## src/rtl/dice_roller.sv

```systemverilog
// Electronic die: animates the face while the roll button is held, then draws
// an unbiased 1..6 from the LFSR byte by rejection sampling on the low three
// bits, falling back to a full-byte modulo after too many rejects.
//
// state | meaning
// ------+---------------------------------------------------------------
// IDLE  | holding the last result (or 1 after reset), waiting for roll edge
// ROLL  | animating face, counting steps, waiting for release + min steps
// DRAW  | sampling rnd until the low bits give 1..6 or rejects run out
module dice_roller #(
  parameter int ANIM_DIV   = 4,
  parameter int MIN_ROLL   = 8,
  parameter int MAX_REJECT = 8
) (
  input  logic       Clk,
  input  logic       rst,
  input  logic [7:0] rnd,
  input  logic       roll,
  output logic [2:0] face,
  output logic [6:0] pips,
  output logic       valid,
  output logic       done,
  output logic       busy
);

  localparam int DIV_W = (ANIM_DIV > 1) ? $clog2(ANIM_DIV) : 1;

  typedef enum logic [1:0] {IDLE, ROLL, DRAW} state_t;

  state_t           state;
  logic             roll_q;
  logic [DIV_W-1:0] div_cnt;
  logic [7:0]       step_cnt;
  logic [3:0]       reject_cnt;

  logic       roll_rise;
  logic [2:0] r_low;
  logic       r_ok;
  logic [2:0] face_mod;

  assign roll_rise = roll & ~roll_q;
  assign r_low     = rnd[2:0];
  assign r_ok      = (r_low != 3'd0) && (r_low != 3'd7);
  // Fallback uses the whole byte; slightly biased but bounds draw latency.
  assign face_mod  = 3'(rnd % 8'd6) + 3'd1;

  // Sequencer: edge detect, animation timing, rejection sampling, commit.
  always_ff @(posedge Clk) begin
    if (rst) begin
      state      <= IDLE;
      face       <= 3'd1;
      valid      <= 1'b0;
      done       <= 1'b0;
      busy       <= 1'b0;
      roll_q     <= 1'b0;
      div_cnt    <= '0;
      step_cnt   <= '0;
      reject_cnt <= '0;
    end else begin
      roll_q <= roll;
      done   <= 1'b0;
      case (state)
        IDLE: begin
          if (roll_rise) begin
            state    <= ROLL;
            valid    <= 1'b0;
            busy     <= 1'b1;
            div_cnt  <= '0;
            step_cnt <= '0;
          end
        end
        ROLL: begin
          if (div_cnt == DIV_W'(ANIM_DIV - 1)) begin
            div_cnt <= '0;
            face    <= (face == 3'd6) ? 3'd1 : face + 3'd1;
            if (step_cnt != 8'hFF) step_cnt <= step_cnt + 8'd1;
          end else begin
            div_cnt <= div_cnt + 1'b1;
          end
          if (!roll && (step_cnt >= 8'(MIN_ROLL))) begin
            state      <= DRAW;
            reject_cnt <= '0;
          end
        end
        DRAW: begin
          if (r_ok || (reject_cnt == 4'(MAX_REJECT - 1))) begin
            face  <= r_ok ? r_low : face_mod;
            valid <= 1'b1;
            done  <= 1'b1;
            busy  <= 1'b0;
            state <= IDLE;
          end else begin
            reject_cnt <= reject_cnt + 4'd1;
          end
        end
        default: state <= IDLE;
      endcase
    end
  end

  // Board pip pattern decoded straight from the face register.
  always_comb begin
    pips = 7'b0000000;
    case (face)
      3'd1: pips = 7'b0000001;
      3'd2: pips = 7'b1000010;
      3'd3: pips = 7'b1000011;
      3'd4: pips = 7'b1100110;
      3'd5: pips = 7'b1100111;
      3'd6: pips = 7'b1111110;
      default: pips = 7'b0000000;
    endcase
  end

endmodule

```

## config.mk

```make
export PLATFORM = sky130hd
export DESIGN_NAME = dice_roller
export DESIGN_NICKNAME = d
export VERILOG_FILES = /design/src/rtl/dice_roller.sv
export SDC_FILE = /design/constraint.sdc
export NUM_CORES = 1
export LEC_CHECK = 0
export ABC_AREA = 1
export BUFFER_PORTS_ARGS = -buffer_cell sky130_fd_sc_hd__buf_2
export CORE_UTILIZATION = 30
export CTS_BUF_LIST = sky130_fd_sc_hd__clkbuf_2 sky130_fd_sc_hd__clkbuf_4 sky130_fd_sc_hd__clkbuf_8
export CTS_CLUSTER_DIAMETER = 120
export DETAILED_ROUTE_END_ITERATION = 12
export GPL_TIMING_DRIVEN = 0
export SETUP_SLACK_MARGIN = 0.02
export SLEW_MARGIN = 20
export SYNTH_ARGS = -nofsm -noshare
export SYNTH_HDL_FRONTEND = slang
export SYNTH_SLANG_ARGS = --single-unit
```

## constraint.sdc

```tcl
create_clock -name Clk -period 4.69 [get_ports Clk]
set_input_delay 0.2345 -clock Clk [delete_from_list [all_inputs] [get_ports Clk]]
set_output_delay 0.2345 -clock Clk [all_outputs]
set_load 0.05 [all_outputs]
```

### After elaboration in Yosys (flattened, before gate mapping)

Index checks and enable logic that the tools add are counted.

| operators by class | value |
|---|---|
| add/subtract/negate cells | 5 |
| divide/modulo/power cells | 1 |
| $lt $le $gt $ge | 1 |
| equality and inequality tests | 18 |
| multiplexer cells | 27 |
| bitwise operators | 3 |
| reduce and logical (&&, ||, !) cells | 16 |

Operators with widths:

| cell | number |
|---|---|
| 7-bit case mux with 6 select lines | 1 |
| 8-bit two-way mux | 3 |
| 8-bit case mux with 2 select lines | 1 |
| 3-bit two-way mux | 4 |
| 2-bit inequality test, second input constant | 6 |
| 3-bit AND reduction | 4 |
| 2-bit two-way mux | 5 |
| 3-bit == test, second input constant | 3 |
| 8-bit by 1-bit adder with 8-bit output, second input constant | 1 |
| 8-bit by 4-bit greater-or-equal comparator with 1-bit output, second input constant | 1 |
| 8-bit by 3-bit remainder unit with 8-bit output, second input constant | 1 |
| 4-bit two-way mux | 2 |
| 8-bit inequality test, second input constant | 1 |
| 4-bit case mux with 2 select lines | 1 |
| 3-bit by 1-bit adder with 3-bit output, second input constant | 2 |
| 3-bit by 2-bit == test with 1-bit output, second input constant | 2 |
| 2-bit case mux with 3 select lines | 1 |
| 3-bit case mux with 2 select lines | 1 |
| 2-bit nonzero test | 3 |
| 1-bit two-way mux | 5 |
| 4-bit by 1-bit adder with 4-bit output, second input constant | 1 |
| 2-bit == test, second input constant | 2 |
| 4-bit by 3-bit == test with 1-bit output, second input constant | 1 |
| 1-bit case mux with 2 select lines | 2 |
| other kinds (15) | 17 |

| storage, ports and cells | value |
|---|---|
| register bits | 23 |
| word-level logic and storage cells | 80 |

### Longest topological paths before layout

| depth | value |
|---|---|
| depth in word-level cells | 5 |
| depth in mapped cells | 20 |
| gate-level depth less buffers | 20 |

### Worst setup path before layout

No wires, ideal clock.

| path | value |
|---|---|
| path type | register -> output |
| start | register face[2] |
| end | output pips[6] |
| arrival | 2561 ps |
| slack | 1894 ps |
| stages on the path, launching flop included | 5 |
| cells stage by stage | dfxtp_1 inv_1 a21oi_1 o21bai_1 buf_4 |

| between the ends | value |
|---|---|
| cells in the longest elaborated chain, start to end | 2 |
| elaborated cells on any way between the ends | 7 |

RTL lines:

| item | line | RTL |
|---|---|---|
| from (decl) | 19 | `output logic [2:0] face,` |
| from (signal assigned) | 75 | `face <= (face == 3'd6) ? 3'd1 : face + 3'd1;` |
| from (signal assigned) | 87 | `face <= r_ok ? r_low : face_mod;` |
| 3-bit == test, or another cell as far along | 104 | `case (face)` |
| 7-bit case mux with 6 select lines (*) | 104 |  |
| to (decl) | 20 | `output logic [6:0] pips,` |

Every way passes the cells marked *; elsewhere a longest branch is shown, timed or not.

### Worst setup path after layout

| path | value |
|---|---|
| start | register state[0] |
| end | register step_cnt[6] |

| between the ends | value |
|---|---|
| cells in the longest elaborated chain, start to end | 3 |
| elaborated cells on any way between the ends | 8 |

RTL lines:

| item | line | RTL |
|---|---|---|
| from (decl) | 30 | `state_t state;` |
| from (signal assigned) | 50 | `state <= IDLE;` |
| from (signal assigned) | 65 | `state <= ROLL;` |
| from (signal assigned) | 81 | `state <= DRAW;` |
| 2-bit by 1-bit == test with 1-bit output / 2-bit zero test (equally long branches) | 62 | `case (state)` |
| 2-bit inequality test (no line) / 2-bit nonzero test (equally long branches) | - |  |
| 4-bit AND reduction (no line) | - |  |
| to (signal assigned) | 76 | `if (step_cnt != 8'hFF) step_cnt <= step_cnt + 8'd1;` |
| to (decl) | 33 | `logic [7:0] step_cnt;` |

Several ways; a longest one is shown, not always the timed one.
A chain may end at the register's enable or synchronous reset.

==> reports/metrics.cfg <==
[clock_network]
cts.sinks=23
clk_path_buf_depth=2
worstSkewPairLatency_ps=260
ctsHoldBuffers=0
cts_buffers=3
root_buffer=clkbuf_8
tritoncts=done
htreeDepth=1
path_clk_slew_ps=80
cts-resized-gates=0
cts_setup_buffers=0

[route]
routed_wl_um=2870
post-route-drc-count=0
viasPerCell=4.74
drt_iter0_markers=38
via_count=1385
detail_route.first_pass.iterations=6
drt-wirelength-per-cell_um=9.83
ant_nets=0

[place]
dp.cells=288
gp_congestion=0.795
io_buffer_count=23
dpl_worst_slack_ps=2600
hpwlAfterDp_um=2310

[critical_path]
startpoint=state[0]$_SDFFE_PP0P_
cp.required_ps=4850
critPathMaxFanout=6
timing.rr.start=state[0]$_SDFFE_PP0P_
end_kind=flop
cp.arrival_ps=2140
critPathKind=reg -> reg
start_kind=flop

[sta]
maxSlewViolCount=0
grt_setup_unrepaired=false
max_slew_margin=0.691
layout_setup_ws_ps=2710
skew_ps=2.72
tightestPinTransition_ps=463
finalCritPeriodShare=0.422
final-setup-viol-count=0
fin_setup_tns_ps=0
timing.final.crit_period_ps=1980
timing.fmax_ghz=0.505
hold_viol_final=0

[synth]
ys_ff_latch=23
synth-adder-area-share=0.0700
ys_dominant_reg_cell=dfxtp_1
yosys.area.top_type=dfxtp_1
synth.top_cells.by_area=dfxtp_1 32%, nand2_1 11%, inv_1 9.2%, a21oi_1 7.0%, ha_1 7.0%
synth.distinct_cells=31
muxShareOfSynthArea=0
synthXorXnorAreaFrac=0.00612
netlist_instances=213
synth-compound-area-share=0.192
synth_simple_gate_area_frac=0.290
yosysWarnings=0
synth_area_um2=1430
yosysMostFrequentCell=nand2_1
synthTopCellsByCount=43 x nand2_1, 35 x inv_1, 23 x dfxtp_1
synth_edf_count=0
ys_async_sr_fraction=0
avgSynthCellArea_um2=6.71
synth_top_family_by_area=simple AND/OR/NAND/NOR gates
synth_top_area_share=0.322
synth.net_count=232
seq_area_frac_synth=0.322

[floorplan]
die_x_um=71.0
fp.dieH_um=71.0
initial_core_util=0.320
rows=24
die_area_um2=5050
io_pins=24
core_um2=4470

[final_layout]
fin_nets=260
synthToLayoutAreaGrowth_pct=16.0
fillers=472
drive_gt1_frac=0.163
ff_latch_area_um2=460
instances_no_fill=292
diodes=0
multiInputGateArea_um2=797
final_core_util=0.371

[status]
status=completed

[global_routing]
grt_max_degree=13
grt_usage=0.122
grt_pass1_wl_um=5060
grt_pass1_vias=1219
grt_overflow_total=0
antenna_found_initial=0

[power]
p_per_area_nw_per_um2=574
peakVddDrop_uv=212
p_leak_nw=0.789
finalPower_mw=0.952

[min_path]
hold_class=in -> reg
hold_start=roll

[job]
cap_violations=0

[power breakdown]
group	switching, mW	internal, mW
Combinational	0.392	0.159
Clock	0.0627	0.0664
Sequential	0.0327	0.240
Total	0.487	0.465
[worst max-delay path: stages, from the launching register on]
cell     delay, ps
dfxtp_1        340
inv_1           80
ha_1           250
o21ai_1        170
o21ai_0        160
inv_1          130
nand2_1        140
nor3_2         250
nand3_1        130
o21ai_0        170
a21oi_1         60
[metal layers]
layer,up-vias,track usage,share of wire
li1,759,-,-
met1,596,0.167,0.52
met4,0,0.0333,0.0066
met3,4,0.0214,0.046
met2,26,0.198,0.43
met5,-,0,0
[cell families (layout without fill, tap and decap cells)]
family	Yosys count	count (layout)
simple gates	90	90
compound gates	48	48
buf+inv	43	70
flops	23	23
fa+ha+maj	8	8
xor+xnor	1	1
[cell usage in the layout, fill, tap and decap left out, drive strengths merged]
master  synthesis  layout
xor2            1       1
a211oi          3       3
ha              8       8
nor4            1       1
nand2          43      43
nor3            4       4
buf             3      26
a21oi          21      21
o211a           1       1
and2            1       1
o21ai          16      16
nor3b           3       3
clkbuf          2       6
o21bai          2       2
inv            38      38
a31oi           2       2
a221oi          1       1
o211ai          1       1
nand3          14      14
or2             1       1
nand4           5       5
nor2           18      18
a41oi           1       1
dfxtp          23      23
[final cells by class]
cell class | count | area share
Multi-Input combinational cell | 147 | 0.480
Clock buffer | 4 | 0.0294
Inverter | 38 | 0.0860
Buffer | 5 | 0.0181
Sequential cell | 23 | 0.278
Timing Repair Buffer | 23 | 0.0694
Tap cell | 52 | 0.0392
[metrics by stage]
step | area (um^2) | hold slack (ps)
6_report | 1660 | 208
3_5_place_dp | 1610 | 455
5_1_grt | 1660 | 243
3_3_place_gp | 1610 | 451
4_1_cts | 1660 | 205
2_1_floorplan | 1430 | 371
[final timing paths]
check                                           endpoint  slack (ps)  cells past startpoint
worst max-delay path            step_cnt[6]$_SDFFE_PP0P_        2710                     10
worst min register to register  step_cnt[6]$_SDFFE_PP0P_         470                      2
worst max register to register  step_cnt[6]$_SDFFE_PP0P_        2710                     10
worst min-delay path                   roll_q$_SDFF_PP0_         210                      3
[registers in the layout (all words and copies together), names as in the netlist]
register,count
step_cnt,8
div_cnt,2
valid,1
state,2
reject_cnt,4
done,1
face,3
roll_q,1
busy,1
No activity file was read; power rests on OpenSTA's default activity.
